`config.mk`:
```
export PLATFORM = sky130hd
export DESIGN_NAME = traffic_timer_ctrl
export DESIGN_NICKNAME = d
export VERILOG_FILES = /design/src/rtl/traffic_pkg.sv /design/src/rtl/tr_debounce.sv /design/src/rtl/traffic_timer_ctrl.sv
export SDC_FILE = /design/constraint.sdc
export NUM_CORES = 1
export LEC_CHECK = 0
export CAP_MARGIN = 20
export CORE_MARGIN = 8
export CORE_UTILIZATION = 50
export CTS_CLUSTER_DIAMETER = 40
export CTS_CLUSTER_SIZE = 28
export DETAILED_ROUTE_END_ITERATION = 6
export PLACE_DENSITY = 0.75
export REMOVE_ABC_BUFFERS = 1
export SLEW_MARGIN = 20
export SYNTH_ARGS = -nofsm -noshare
export SYNTH_HDL_FRONTEND = slang
export SYNTH_SLANG_ARGS = --single-unit
```
`constraint.sdc`:
```
create_clock -name clk -period 4.05 [get_ports clk]
set_input_delay 1.215 -clock clk [delete_from_list [all_inputs] [get_ports clk]]
set_output_delay 1.215 -clock clk [all_outputs]
set_load 0.005 [all_outputs]
```
`src/rtl/traffic_pkg.sv`:
```
// Shared types and defaults for the traffic-light timer and the light FSM.
package traffic_pkg;

    typedef enum logic {
        CFG_SHORT = 1'b0,
        CFG_LONG  = 1'b1
    } cfg_sel_e;

    localparam int TS_DEF = 5;
    localparam int TL_DEF = 25;

    typedef enum logic [1:0] {
        HG = 2'd0,
        HY = 2'd1,
        FG = 2'd2,
        FY = 2'd3
    } light_e;

endpackage

```
`src/rtl/tr_debounce.sv`:
```
// Two-flop synchronizer plus run-length debounce of the farm-road sensor.
module tr_debounce #(
    parameter int DEB_LEN = 4
) (
    input  logic clk,
    input  logic clr_n,
    input  logic tr_raw,
    output logic tr
);

    localparam int DW = $clog2(DEB_LEN + 1);
    localparam logic [DW-1:0] DCNT_LAST = DW'(DEB_LEN - 1);

    logic          sync_a;
    logic          sync_b;
    logic [DW-1:0] dcnt;

    // tr flips on the DEB_LEN-th consecutive disagreeing sample
    always_ff @(posedge clk or negedge clr_n) begin
        if (!clr_n) begin
            sync_a <= 1'b0;
            sync_b <= 1'b0;
            dcnt   <= '0;
            tr     <= 1'b0;
        end else begin
            sync_a <= tr_raw;
            sync_b <= sync_a;
            if (sync_b == tr) begin
                dcnt <= '0;
            end else if (dcnt == DCNT_LAST) begin
                dcnt <= '0;
                tr   <= ~tr;
            end else begin
                dcnt <= dcnt + 1'b1;
            end
        end
    end

endmodule

```
`src/rtl/traffic_timer_ctrl.sv`:
```
// Elapsed-seconds timer, programmable short/long limits and sensor debounce
// serving the highway/farm traffic-light FSM.
module traffic_timer_ctrl
    import traffic_pkg::*;
#(
    parameter int CNT_W     = 8,
    parameter int PRESC_W   = 16,
    parameter int PRESC_DIV = 50000,
    parameter int TS_DEF    = traffic_pkg::TS_DEF,
    parameter int TL_DEF    = traffic_pkg::TL_DEF,
    parameter int DEB_LEN   = 4
) (
    input  logic             clk,
    input  logic             clr_n,
    input  logic             st,
    input  logic             tr_raw,
    input  logic             cfg_we,
    input  logic             cfg_sel,
    input  logic [CNT_W-1:0] cfg_data,
    output logic             tr,
    output logic             ts,
    output logic             tl,
    output logic             busy,
    output logic             sec_tick
);

    localparam logic [PRESC_W-1:0] PRESC_LAST = PRESC_W'(PRESC_DIV - 1);
    localparam logic [CNT_W-1:0]   CNT_MAX    = '1;
    localparam logic [CNT_W-1:0]   TS_RST     = CNT_W'(TS_DEF);
    localparam logic [CNT_W-1:0]   TL_RST     = CNT_W'(TL_DEF);

    logic [PRESC_W-1:0] pcnt;
    logic [PRESC_W-1:0] pcnt_eff;
    logic [CNT_W-1:0]   ecnt;
    logic [CNT_W-1:0]   ts_sh, tl_sh, ts_act, tl_act;
    logic [CNT_W-1:0]   cfg_val;
    logic               wr_short, wr_long;
    logic               run;
    cfg_sel_e           sel;

    // The st cycle itself counts as prescaler phase 0, so each interval
    // begins with a full second measured from the start pulse.
    assign pcnt_eff = st ? '0 : pcnt;
    assign sec_tick = (pcnt_eff == PRESC_LAST);

    always_ff @(posedge clk or negedge clr_n) begin
        if (!clr_n) begin
            pcnt <= '0;
            ecnt <= '0;
        end else begin
            pcnt <= sec_tick ? '0 : pcnt_eff + 1'b1;
            if (st)
                ecnt <= '0;
            else if (sec_tick && ecnt != CNT_MAX)
                ecnt <= ecnt + 1'b1;
        end
    end

    assign sel      = cfg_sel_e'(cfg_sel);
    assign cfg_val  = (cfg_data == '0) ? CNT_W'(1) : cfg_data;
    assign wr_short = cfg_we && (sel == CFG_SHORT);
    assign wr_long  = cfg_we && (sel == CFG_LONG);

    // A write coinciding with st is forwarded straight into the active limit
    always_ff @(posedge clk or negedge clr_n) begin
        if (!clr_n) begin
            ts_sh  <= TS_RST;
            tl_sh  <= TL_RST;
            ts_act <= TS_RST;
            tl_act <= TL_RST;
        end else begin
            if (wr_short) ts_sh <= cfg_val;
            if (wr_long)  tl_sh <= cfg_val;
            if (st) begin
                ts_act <= wr_short ? cfg_val : ts_sh;
                tl_act <= wr_long  ? cfg_val : tl_sh;
            end
        end
    end

    always_ff @(posedge clk or negedge clr_n) begin
        if (!clr_n)
            run <= 1'b0;
        else if (st)
            run <= 1'b1;
        else if (tl)
            run <= 1'b0;
    end

    assign ts   = ~st & (ecnt >= ts_act);
    assign tl   = ~st & (ecnt >= tl_act);
    assign busy = st | (run & ~tl);

    tr_debounce #(
        .DEB_LEN (DEB_LEN)
    ) u_deb (
        .clk    (clk),
        .clr_n  (clr_n),
        .tr_raw (tr_raw),
        .tr     (tr)
    );

endmodule

```
==> qor.yml <==
synth_cells: 294
met1_length_mm: 2.785
drt_iter0_drc: 76
clk_latency_ps: 340
ys_ff_latch: 63
setup_viol: 0
clkTransAtPathRegs_ps: 70
hpwl_mm: 4.145
final_cell_mix: "53 x dfrtp_1, 30 x nand2_1, 19 x inv_1, 19 x o21ai_0, 19 x ha_1"
cts-htree-levels: 3
hold_class: "flip-flop to flip-flop"
cts_setup_buffers: 0
die_h_um: 95.44
maxSlewViolCount: 0
whs_path_depth: 0
num_vias: 2168
critical-path-max-stage-delay_ps: 550
critical_path.top_delay_family: "buffers and inverters"
clockBufferDepth: 2
antenna_found_initial: 0
top_layer_used: "met4"
synth-warning-count: 0
io_pins: 19
fmax_mhz: 254.7
wire_per_inst_um: 14.62
hold_viol_final: 0
finalCriticalPeriod_ps: 3926
crit_path_max_fanout: 5
core_um2: 6241
final_common_cell: "dfrtp_1"
critical_path_class: "input port to output pin"
syn-cell-area_um2: 3156
final_area_um2: 3680
holdBufCountCts: 0
grt_setup_unrepaired: "false"
synth-edff-count: 0
fin_total_pwr_mw: 1.584
crit_cells: 7
grt_max_degree: 34
antennaDiodeCount: 0
detailedRoute.firstPassIterationCount: 4
place_ws_ps: 54.27
worst_pin_slew_ps: 694.7
initial_core_util: 0.5056
wl_met2_mm: 2.766
path_buf_inv: 3
port_buffers: 18
drc_errors: 0
grt_remaining_overflow: 0
synth-main-ff-cell: "dfrtp_1"
die_w_um: 95.44
vias_per_cell: 5.380
setup_slack_ps: 124.1
slew_headroom: 0.5369
routed_wl_mm: 5.891
numCtsBuffers: 9
nFillCells: 528
cts.sinks: 63
final_antenna_net_count: 0
fin_util: 0.5896
syn_area_per_cell_um2: 10.73
crit_arrival_ps: 2710
cts-root-buf: "clkbuf_8"
area_growth_pct: 16.61
peakVddDrop_v: 0.0002887
start_kind: "input port"
grt_use_total: 0.1408
slowest_stage: "clkdlybuf4s50_1"
skew_ps: 4.844
required_ps: 2830
r2r_cells: 8
yosysSeqAreaShare: 0.5036
rows: 29
tritoncts: "yes"
worstSetupEndpointType: "output pin"
synth.distinct_cells: 45
async_flop_share: 1.000
grt_pass1_wl_mm: 10.01
grt_pass1_vias: 2177
wl_met3_um: 227
status: "completed"
max_cap_violations: 0
fin_nets: 354
dieArea_um2: 9109
crit_chain: "buf_2 > nand2b_1 > inv_1 > ha_1 > nand3_1 > nor4_4 > clkdlybuf4s50_1"
finalWeightedCongestion: 0.8290
final.period_utilization: 0.9694
place_area_um2: 3436
layout-drive-gt1-share: 0.1810
tns_ps: 0
cellLeakagePower_nw: 1.626
power_density_nw_per_um2: 430.6
[worst paths after layout]
kind / from / to / slack (ps)
max in group asynchronous: clr_n / ecnt[0] / 2250
hold reg to reg: u_deb.sync_a / u_deb.sync_b / 360
setup / recovery: st / sec_tick / 120
setup reg to reg: pcnt[1] / ecnt[3] / 2020
hold / removal: u_deb.sync_a / u_deb.sync_b / 360
min in group asynchronous: clr_n / ts_sh[5] / 920
[layout make-up]
class                   count  area [µm²]  area share
multi-input cells         204        1464      0.3978
repair buffers             24       215.2     0.05848
flip-flops and latches     63        1589      0.4318
inverters                  19       71.32     0.01938
clock inverters             7       120.1     0.03264
well taps                  77       96.34     0.02618
clock buffers               9       123.9     0.03366
[where the power goes]
group / leakage (nW) / internal (mW) / switching [mW]
Sequential: 0.782 / 0.706 / 0.0253
Combinational: 0.724 / 0.0941 / 0.0982
Clock: 0.120 / 0.411 / 0.251
[cell usage after synthesis (all sizes together) (2+ instances only)]
cell type   n  share of area
nor4b       2          0.010
nand3      10          0.016
and3        2         0.0040
nor2       15          0.021
o21ai      20          0.032
buf         2         0.0028
nor3b       2         0.0048
nor4        3          0.013
mux2       19          0.068
xor2        5          0.014
nor2b      13          0.026
inv        19          0.023
ha         19          0.075
dfstp      10          0.083
nand4       5         0.0099
nand2b      8          0.016
o21a        2         0.0048
dfrtp      53           0.42
xnor2      11          0.031
nor3       13          0.022
a21oi       7          0.011
a21o        6          0.014
nand2      30          0.036
nand4b      2          0.010
clkbuf      6         0.0071
[worst register-to-register path: stages (launching register included)]
cell and delay, ps:
dfrtp_1 370, nor2b_1 140, ha_1 190, nand3_1 140
buf_4 180, nand4b_4 210, nor2_4 210, nand4_1 130
mux2_1 340
[per-layer routing]
| metal | vias up | track usage |
|---|---|---|
| li1 | 1074 | - |
| met1 | 1053 | 0.1785 |
| met2 | 30 | 0.2209 |
| met3 | 11 | 0.03071 |
| met4 | 0 | 0.07426 |
| met5 | - | 0 |
[metrics by stage]
| stage | instances | hold WS, ps |
|---|---|---|
| final | 403 | 358.7 |
| after global routing | 403 | 363.9 |
| after CTS | 403 | 361.1 |
| after detailed placement | 387 | 345.0 |
| after global placement | 387 | 335.7 |
| after floorplan | 286 | 331.2 |
[cells by family (layout without fill, tap and decap cells)]
family | after synthesis | count (layout) | share of synthesized area
XOR/XNOR | 16 | 16 | 0.04441
multiplexers | 19 | 19 | 0.06780
adder cells (fa/ha/maj) | 19 | 19 | 0.07534
AO/OA/AOI/OAI | 42 | 42 | 0.07930
AND/OR/NAND/NOR | 108 | 108 | 0.1971
flip-flops | 63 | 63 | 0.5036
buffers and inverters | 27 | 59 | 0.03251
[timing repair]
item | CTS | global route
endpoints found under the setup margin | 0 | 1
hold endpoints to repair | 0 | 0
gates resized for setup | 0 | 0
[sequential cells by signal, summed over array words and instances, names as in the netlist]
register	count
pcnt	16
ts_sh	8
u_deb.dcnt	3
run	1
tl_act	8
u_deb.tr	1
tl_sh	8
u_deb.sync_b	1
ecnt	8
u_deb.sync_a	1
ts_act	8
(Power assumes the default switching activity.)
